==> config.mk <==
export PLATFORM = sky130hd
export DESIGN_NAME = signed_seq_divider
export DESIGN_NICKNAME = d
export VERILOG_FILES = /design/src/rtl/signed_seq_divider.sv
export SDC_FILE = /design/constraint.sdc
export NUM_CORES = 1
export LEC_CHECK = 0
export CAP_MARGIN = 40
export CORE_ASPECT_RATIO = 0.5
export CORE_UTILIZATION = 63
export CTS_CLUSTER_SIZE = 30
export DETAILED_ROUTE_END_ITERATION = 12
export DONT_BUFFER_PORTS = 1
export PLACE_DENSITY = 0.79
export SKIP_CTS_REPAIR_TIMING = 1
export SLEW_MARGIN = 25
export SYNTH_ARGS = -nofsm -noshare
export SYNTH_HDL_FRONTEND = slang
export SYNTH_SLANG_ARGS = --single-unit
==> constraint.sdc <==
create_clock -name clk -period 2.6 [get_ports clk]
set_clock_uncertainty 0.05 [all_clocks]
set_input_delay 0.52 -clock clk [delete_from_list [all_inputs] [get_ports clk]]
set_output_delay 0.52 -clock clk [all_outputs]
set_load 0.005 [all_outputs]
==> src/rtl/signed_seq_divider.sv <==
// Sequential signed divider: restoring shift-subtract on magnitudes, sign fix-up, registered results.
// Optional macro DIV_ZERO_CHECK_EN short-circuits a zero divisor to an error result.
`timescale 1ns/1ps
module signed_seq_divider #(
    parameter int DATA_WIDTH = 4
) (
    input  logic                      clk,
    input  logic                      rst,
    input  logic                      start,
    input  logic [2*DATA_WIDTH-1:0]   dividend,
    input  logic [DATA_WIDTH-1:0]     divisor,
    output logic                      busy,
    output logic                      done,
    output logic [2*DATA_WIDTH-1:0]   quotient,
    output logic [DATA_WIDTH-1:0]     remainder,
    output logic                      div_by_zero
);
    localparam int QW = 2 * DATA_WIDTH;
    localparam int CW = (QW > 1) ? $clog2(QW) : 1;

    typedef enum logic [1:0] {IDLE, DIVIDE, FIXUP, DONE} state_t;
    state_t state, state_next;

    logic [QW-1:0]         q_reg;
    logic [DATA_WIDTH:0]   rem_reg;
    logic [DATA_WIDTH-1:0] dvs_mag;
    logic                  dvd_neg, dvs_neg;
    logic [CW-1:0]         iter_cnt;
    logic                  last_iter, zero_div, sub_ok, accept;
    logic [QW-1:0]         dvd_abs;
    logic [DATA_WIDTH-1:0] dvs_abs;
    logic [DATA_WIDTH:0]   rem_shift, rem_diff;

    assign accept    = (state == IDLE) && start;
    assign last_iter = (iter_cnt == CW'(QW - 1));
    assign dvd_abs   = dividend[QW-1] ? -dividend : dividend;
    assign dvs_abs   = divisor[DATA_WIDTH-1] ? -divisor : divisor;

    // Partial remainder keeps one spare bit so a divisor magnitude of 2^(DATA_WIDTH-1) cannot overflow.
    assign rem_shift = {rem_reg[DATA_WIDTH-1:0], q_reg[QW-1]};
    assign rem_diff  = rem_shift - {1'b0, dvs_mag};
    assign sub_ok    = (rem_shift >= {1'b0, dvs_mag});

    always_ff @(posedge clk or posedge rst) begin
        if (rst) state <= IDLE;
        else     state <= state_next;
    end

    always_comb begin
        state_next = state;
        case (state)
            IDLE:    if (start) state_next = zero_div ? DONE : DIVIDE;
            DIVIDE:  if (last_iter) state_next = FIXUP;
            FIXUP:   state_next = DONE;
            DONE:    state_next = IDLE;
            default: state_next = IDLE;
        endcase
    end

    always_comb begin
        busy = (state != IDLE);
    end

    // q_reg starts as the dividend magnitude and shifts quotient bits in from the LSB.
    always_ff @(posedge clk or posedge rst) begin
        if (rst) begin
            q_reg    <= '0;
            rem_reg  <= '0;
            dvs_mag  <= '0;
            dvd_neg  <= 1'b0;
            dvs_neg  <= 1'b0;
            iter_cnt <= '0;
        end else if (accept) begin
            q_reg    <= zero_div ? '1 : dvd_abs;
            rem_reg  <= '0;
            dvs_mag  <= dvs_abs;
            dvd_neg  <= dividend[QW-1];
            dvs_neg  <= divisor[DATA_WIDTH-1];
            iter_cnt <= '0;
        end else if (state == DIVIDE) begin
            q_reg    <= {q_reg[QW-2:0], sub_ok};
            rem_reg  <= sub_ok ? rem_diff : rem_shift;
            iter_cnt <= iter_cnt + 1'b1;
        end else if (state == FIXUP) begin
            if (dvd_neg ^ dvs_neg) q_reg <= -q_reg;
            if (dvd_neg)           rem_reg <= -rem_reg;
        end
    end

    always_ff @(posedge clk or posedge rst) begin
        if (rst) begin
            done      <= 1'b0;
            quotient  <= '0;
            remainder <= '0;
        end else if (state == DONE) begin
            done      <= 1'b1;
            quotient  <= q_reg;
            remainder <= rem_reg[DATA_WIDTH-1:0];
        end else begin
            done      <= 1'b0;
        end
    end

`ifdef DIV_ZERO_CHECK_EN
    logic dz_reg;
    assign zero_div = (divisor == '0);

    always_ff @(posedge clk or posedge rst) begin
        if (rst) begin
            dz_reg      <= 1'b0;
            div_by_zero <= 1'b0;
        end else begin
            if (accept)         dz_reg      <= zero_div;
            if (state == DONE)  div_by_zero <= dz_reg;
        end
    end
`else
    assign zero_div    = 1'b0;
    assign div_by_zero = 1'b0;
`endif

endmodule

* After elaboration in Yosys (flattened, before gate mapping)
Index checks and enable logic that the tools add are counted.
** Cells by class
- Add/sub/neg operators :: 6
- $lt $le $gt $ge :: 1
- Equality and inequality tests :: 6
- Multiplexer cells :: 17
- Bitwise operators :: 1
- Reduce and logical (&&, ||, !) cells :: 10
** Operators by type and width (number)
- 8-bit two-way mux :: 5
- 5-bit two-way mux :: 5
- 8-bit negator :: 2
- 3-bit nonzero test :: 3
- 2-bit case mux with 4 select lines :: 1
- 3-bit two-way mux :: 2
- 2-bit AND reduction :: 3
- 5-bit by 4-bit greater-or-equal comparator with 1-bit output :: 1
- 5-bit negator :: 1
- 5-bit by 4-bit subtractor with 5-bit output :: 1
- 2-bit equality test, second input constant :: 2
- 2-bit two-way mux :: 2
- 4-bit two-way mux :: 1
- 2-bit inequality test, second input constant :: 2
- 4-bit negator :: 1
- 2-bit nonzero test :: 2
- 3-bit by 1-bit adder with 3-bit output, second input constant :: 1
- 3-bit equality test, second input constant :: 1
- 2-bit by 1-bit equality test with 1-bit output, second input constant :: 1
- 2-bit zero test :: 1
- 1-bit logical AND :: 1
- 1-bit two-way mux :: 1
- 1-bit XOR :: 1
** Storage, ports and cells
- Register bits :: 37
- Input bits :: 15
- Output and inout bits :: 15
- Logic and storage cells :: 51

* Logic depth before layout (Yosys ltp)
- Depth after elaboration :: 5
- Mapped depth :: 9
- Depth with buffers taken out :: 8

* Least setup slack after synthesis
No wires, ideal clock.
- Path type :: register to register
- Start point :: register q_reg[7]
- End point :: register rem_reg[0]
- Library setup time :: 120 ps
- Arrival time :: 1675 ps
- Data required time :: 2430 ps
- Slack :: 755 ps
- Cell stages (with the launch flop) :: 7
- Buffers on the path :: 0
- Clock period less this slack :: 1845 ps
- Cell sequence :: dfrtp_1 inv_1 ha_1 nand2b_1 a2111oi_4 o21ai_0 a41o_1
** Between the ends
- Longest elaborated chain between the ends :: 4
- Elaborated cells on any way between the ends :: 5
- Classes of those cells :: add/sub: 1; order compare: 1; mux: 3
** Ends and longest elaborated chain
- start: declaration :: RTL line 24 : logic [QW-1:0] q_reg;
- start signal: assignment :: RTL line 74 : q_reg <= zero_div ? '1 : dvd_abs;
- start signal: assignment :: RTL line 81 : q_reg <= {q_reg[QW-2:0], sub_ok};
- start signal: assignment :: RTL line 85 : if (dvd_neg ^ dvs_neg) q_reg <= -q_reg;
- 5-bit by 4-bit subtractor with 5-bit output / 5-bit by 4-bit greater-or-equal comparator with 1-bit output (equally long branches) :: RTL line 41, 42
- 5-bit two-way mux * :: RTL line 82 : rem_reg <= sub_ok ? rem_diff : rem_shift;
- 5-bit two-way mux * :: RTL line 80 : end else if (state == DIVIDE) begin
- 5-bit two-way mux * :: RTL line 73 : end else if (accept) begin
- end signal: assignment :: RTL line 82
- end signal: assignment :: RTL line 86 : if (dvd_neg) rem_reg <= -rem_reg;
- end: declaration :: RTL line 25 : logic [DATA_WIDTH:0] rem_reg;
Mark *: on every way between the ends. The rest lies on a longest branch, timed or not.
A chain may end at the register's enable or synchronous reset.

* Final worst setup path
- Start point :: register state[0]
- End point :: register q_reg[4]
** Between the ends
- Longest elaborated chain between the ends :: 4
- Elaborated cells on any way between the ends :: 9
- Classes of those cells :: eq/ne: 2; mux: 2; reduce/logical: 5
** Ends and longest elaborated chain
- start: declaration :: RTL line 22 : state_t state, state_next;
- start signal: assignment :: RTL line 46 : else state <= state_next;
- 2-bit zero test :: RTL line 34 : assign accept = (state == IDLE) && start;
- 1-bit logical AND :: RTL line 34
- 3-bit nonzero test (no line)
- 2-bit AND reduction (no line)
Several ways; a longest one is shown, not always the timed one.

==> results.json <==
{
  "cts_buffers": 5,
  "path_clk_slew_ps": 70,
  "power_leakage_nw": 1.06,
  "area_growth_pct": 6.26,
  "path_class": "flop to flop",
  "seq_area_um2": 901,
  "powerDensity_mw_per_mm2": 1420,
  "clk_latency_ps": 290,
  "post-route-worst-setup-slack_ps": 490,
  "whs_ps": 170,
  "slowest_stage": "and2_1",
  "async_reset_ff_share_pct": 100,
  "routedWlPerCell_um": 17.1,
  "path_cells": "inv_1, ha_1, and2_1, a211oi_2, buf_4, a2111oi_0, a221o_1",
  "yosysSeqAreaShare_pct": 40.3,
  "grt_pass1_wl_um": 8150,
  "ys_ff_latch": 36,
  "fin_crit_sh_pct": 81.2,
  "syn-num-nets": 266,
  "tightest_slew_ps": 632,
  "netlist_area_mm2": 0.00224,
  "via_count": 1762,
  "portBuffers": 0,
  "yosys_warnings": 0,
  "min_path_type": "input port to asynchronous set/reset pin",
  "gp_congestion": 0.913,
  "rows": 14,
  "critPathTopFamily": "compound AO/OA/AOI/OAI gates",
  "fp.dieArea_mm2": 0.00381,
  "io_pins": 30,
  "max-vdd-ir-drop_v": 0.000763,
  "crit_required_ps": 2780,
  "fmax_mhz": 474,
  "crit_arrival_ps": 2290,
  "critPathMaxFanout": 13,
  "wirelength_um": 4830,
  "ys_types": 50,
  "grt_use_total_pct": 29.3,
  "via_per_inst": 6.23,
  "slew_headroom_pct": 57.9,
  "cts_buffer_depth": 2,
  "drt_drc_violations_left": 0,
  "hpwlAfterDp_um": 3450,
  "end_kind": "flop",
  "drv_slew": 0,
  "final.setup.tns_ps": 0,
  "fill_cells": 238,
  "synth_edf_count": 0,
  "firstDrtPassIters": 5,
  "drive_gt1_share_pct": 13.6,
  "avgSynthCellArea_um2": 9.52,
  "start_util_pct": 70.2,
  "cap_violations": 0,
  "grt_pass1_vias": 1736,
  "antenna_found_initial": 0,
  "cp-start-kind": "flop",
  "cts_sinks": 36,
  "cts-root-buf": "clkbuf_8",
  "antenna_cells": 0,
  "max_stage_delay_ps": 420,
  "hold_violations": 0,
  "synthCells": 235,
  "status": "completed",
  "place_worst_setup_slack_ps": 497,
  "overflow": 0,
  "h-tree-depth": 2,
  "first_iter_violations": 112,
  "die_w_um": 86.3,
  "core_mm2": 0.00319,
  "setup_violations": 0,
  "multi_input_area_mm2": 0.00121,
  "nets": 266,
  "grt_max_degree": 37,
  "power_mw": 3.39,
  "grt_setup_unrepaired": "false",
  "synth_top_flop_cell": "dfrtp_1",
  "die_height_um": 44.1,
  "worst-path-buf-inv": 2,
  "ant_nets": 0,
  "fin_crit_ps": 2110,
  "tritoncts": "built"
}
-- placed cells by master (no fill, tap or decap), drive strengths merged, types with 7 or more instances in the layout --
master | Yosys | layout
nand2 | 21 | 21
dfrtp | 36 | 36
mux2 | 13 | 13
o21ai | 18 | 18
nor3 | 10 | 10
clkbuf | 5 | 7
xnor2 | 7 | 7
inv | 19 | 19
nor2 | 15 | 15
a21oi | 11 | 11
ha | 15 | 15
-- power by group --
| group | internal [mW] | switching [mW] | leakage [nW] | total, mW |
|---|---|---|---|---|
| clock | 0.236 | 0.195 | 0.0503 | 0.430 |
| sequential | 0.851 | 0.287 | 0.441 | 1.14 |
| combinational | 0.827 | 0.991 | 0.570 | 1.82 |
| total | 1.91 | 1.47 | 1.06 | 3.39 |
-- stage by stage --
stage / cell area [um2] / std cells / util (%)
after CTS: 2380 / 283 / 74.6
after floorplan: 2240 / 235 / -
final: 2380 / 283 / 74.6
after global routing: 2380 / 283 / 74.6
after detailed placement: 2280 / 276 / 71.5
after global placement: 2280 / 276 / 71.5
-- worst register-to-register path: cells and delay by family (launching register included) --
| kind | cells | cell delay, ps |
|---|---|---|
| buffers and inverters | 2 | 330 |
| AO/OA/AOI/OAI | 3 | 670 |
| adder cells (fa/ha/maj) | 1 | 190 |
| AND/OR/NAND/NOR | 1 | 420 |
| flip-flops | 1 | 400 |
-- per-layer routing --
layer	up-vias	global-route usage, %	routed length (um)
met5	-	0	0
met4	0	15.3	144
met3	19	8.77	414
met2	95	44.3	2140
met1	819	39.0	2130
li1	829	-	-
-- synth_stat cells (3+ instances only) --
cell / count / share of area [%]
ha_1: 15 / 8.4
o311ai_0: 3 / 1.2
a21oi_1: 11 / 2.5
nor2_1: 15 / 2.5
nand2_1: 21 / 3.5
nor3_1: 9 / 2.0
mux2i_1: 5 / 2.2
mux2_2: 13 / 6.5
nand2b_1: 3 / 0.84
xnor2_1: 7 / 2.7
buf_2: 4 / 0.89
clkbuf_1: 5 / 0.84
o31ai_1: 4 / 1.3
o21ai_0: 17 / 3.8
nand3_1: 5 / 1.1
inv_1: 19 / 3.2
a31oi_1: 3 / 0.84
dfrtp_1: 36 / 40
xor2_1: 4 / 1.6
-- cells by family after synthesis --
logic type	synth area share (%)
mux	8.78
compound gates	17.8
buf+inv	5.59
simple gates	13.8
other cells	0.168
flops	40.3
fa+ha+maj	9.28
xor+xnor	4.31
-- cell type report --
type | count | area share (%)
Clock buffer | 7 | 4.05
Inverter | 19 | 3.00
Multi-Input combinational cell | 168 | 50.9
Sequential cell | 36 | 37.9
Tap cell | 48 | 2.53
Timing Repair Buffer | 5 | 1.58
-- worst paths after layout --
kind                            slack [ps]          end        from  depth (start not counted)
worst max register to register         490     q_reg[4]    state[0]                          7
worst min-delay path                   170  quotient[4]         rst                          2
worst max-delay path                   490     q_reg[4]    state[0]                          7
min in group clk                       300      dvs_neg  divisor[3]                          2
worst min register to register         440   dvs_mag[1]  dvs_mag[1]                          2
max in group asynchronous             2020   dvs_mag[3]         rst                          2
No activity file was read; power rests on OpenSTA's default activity.
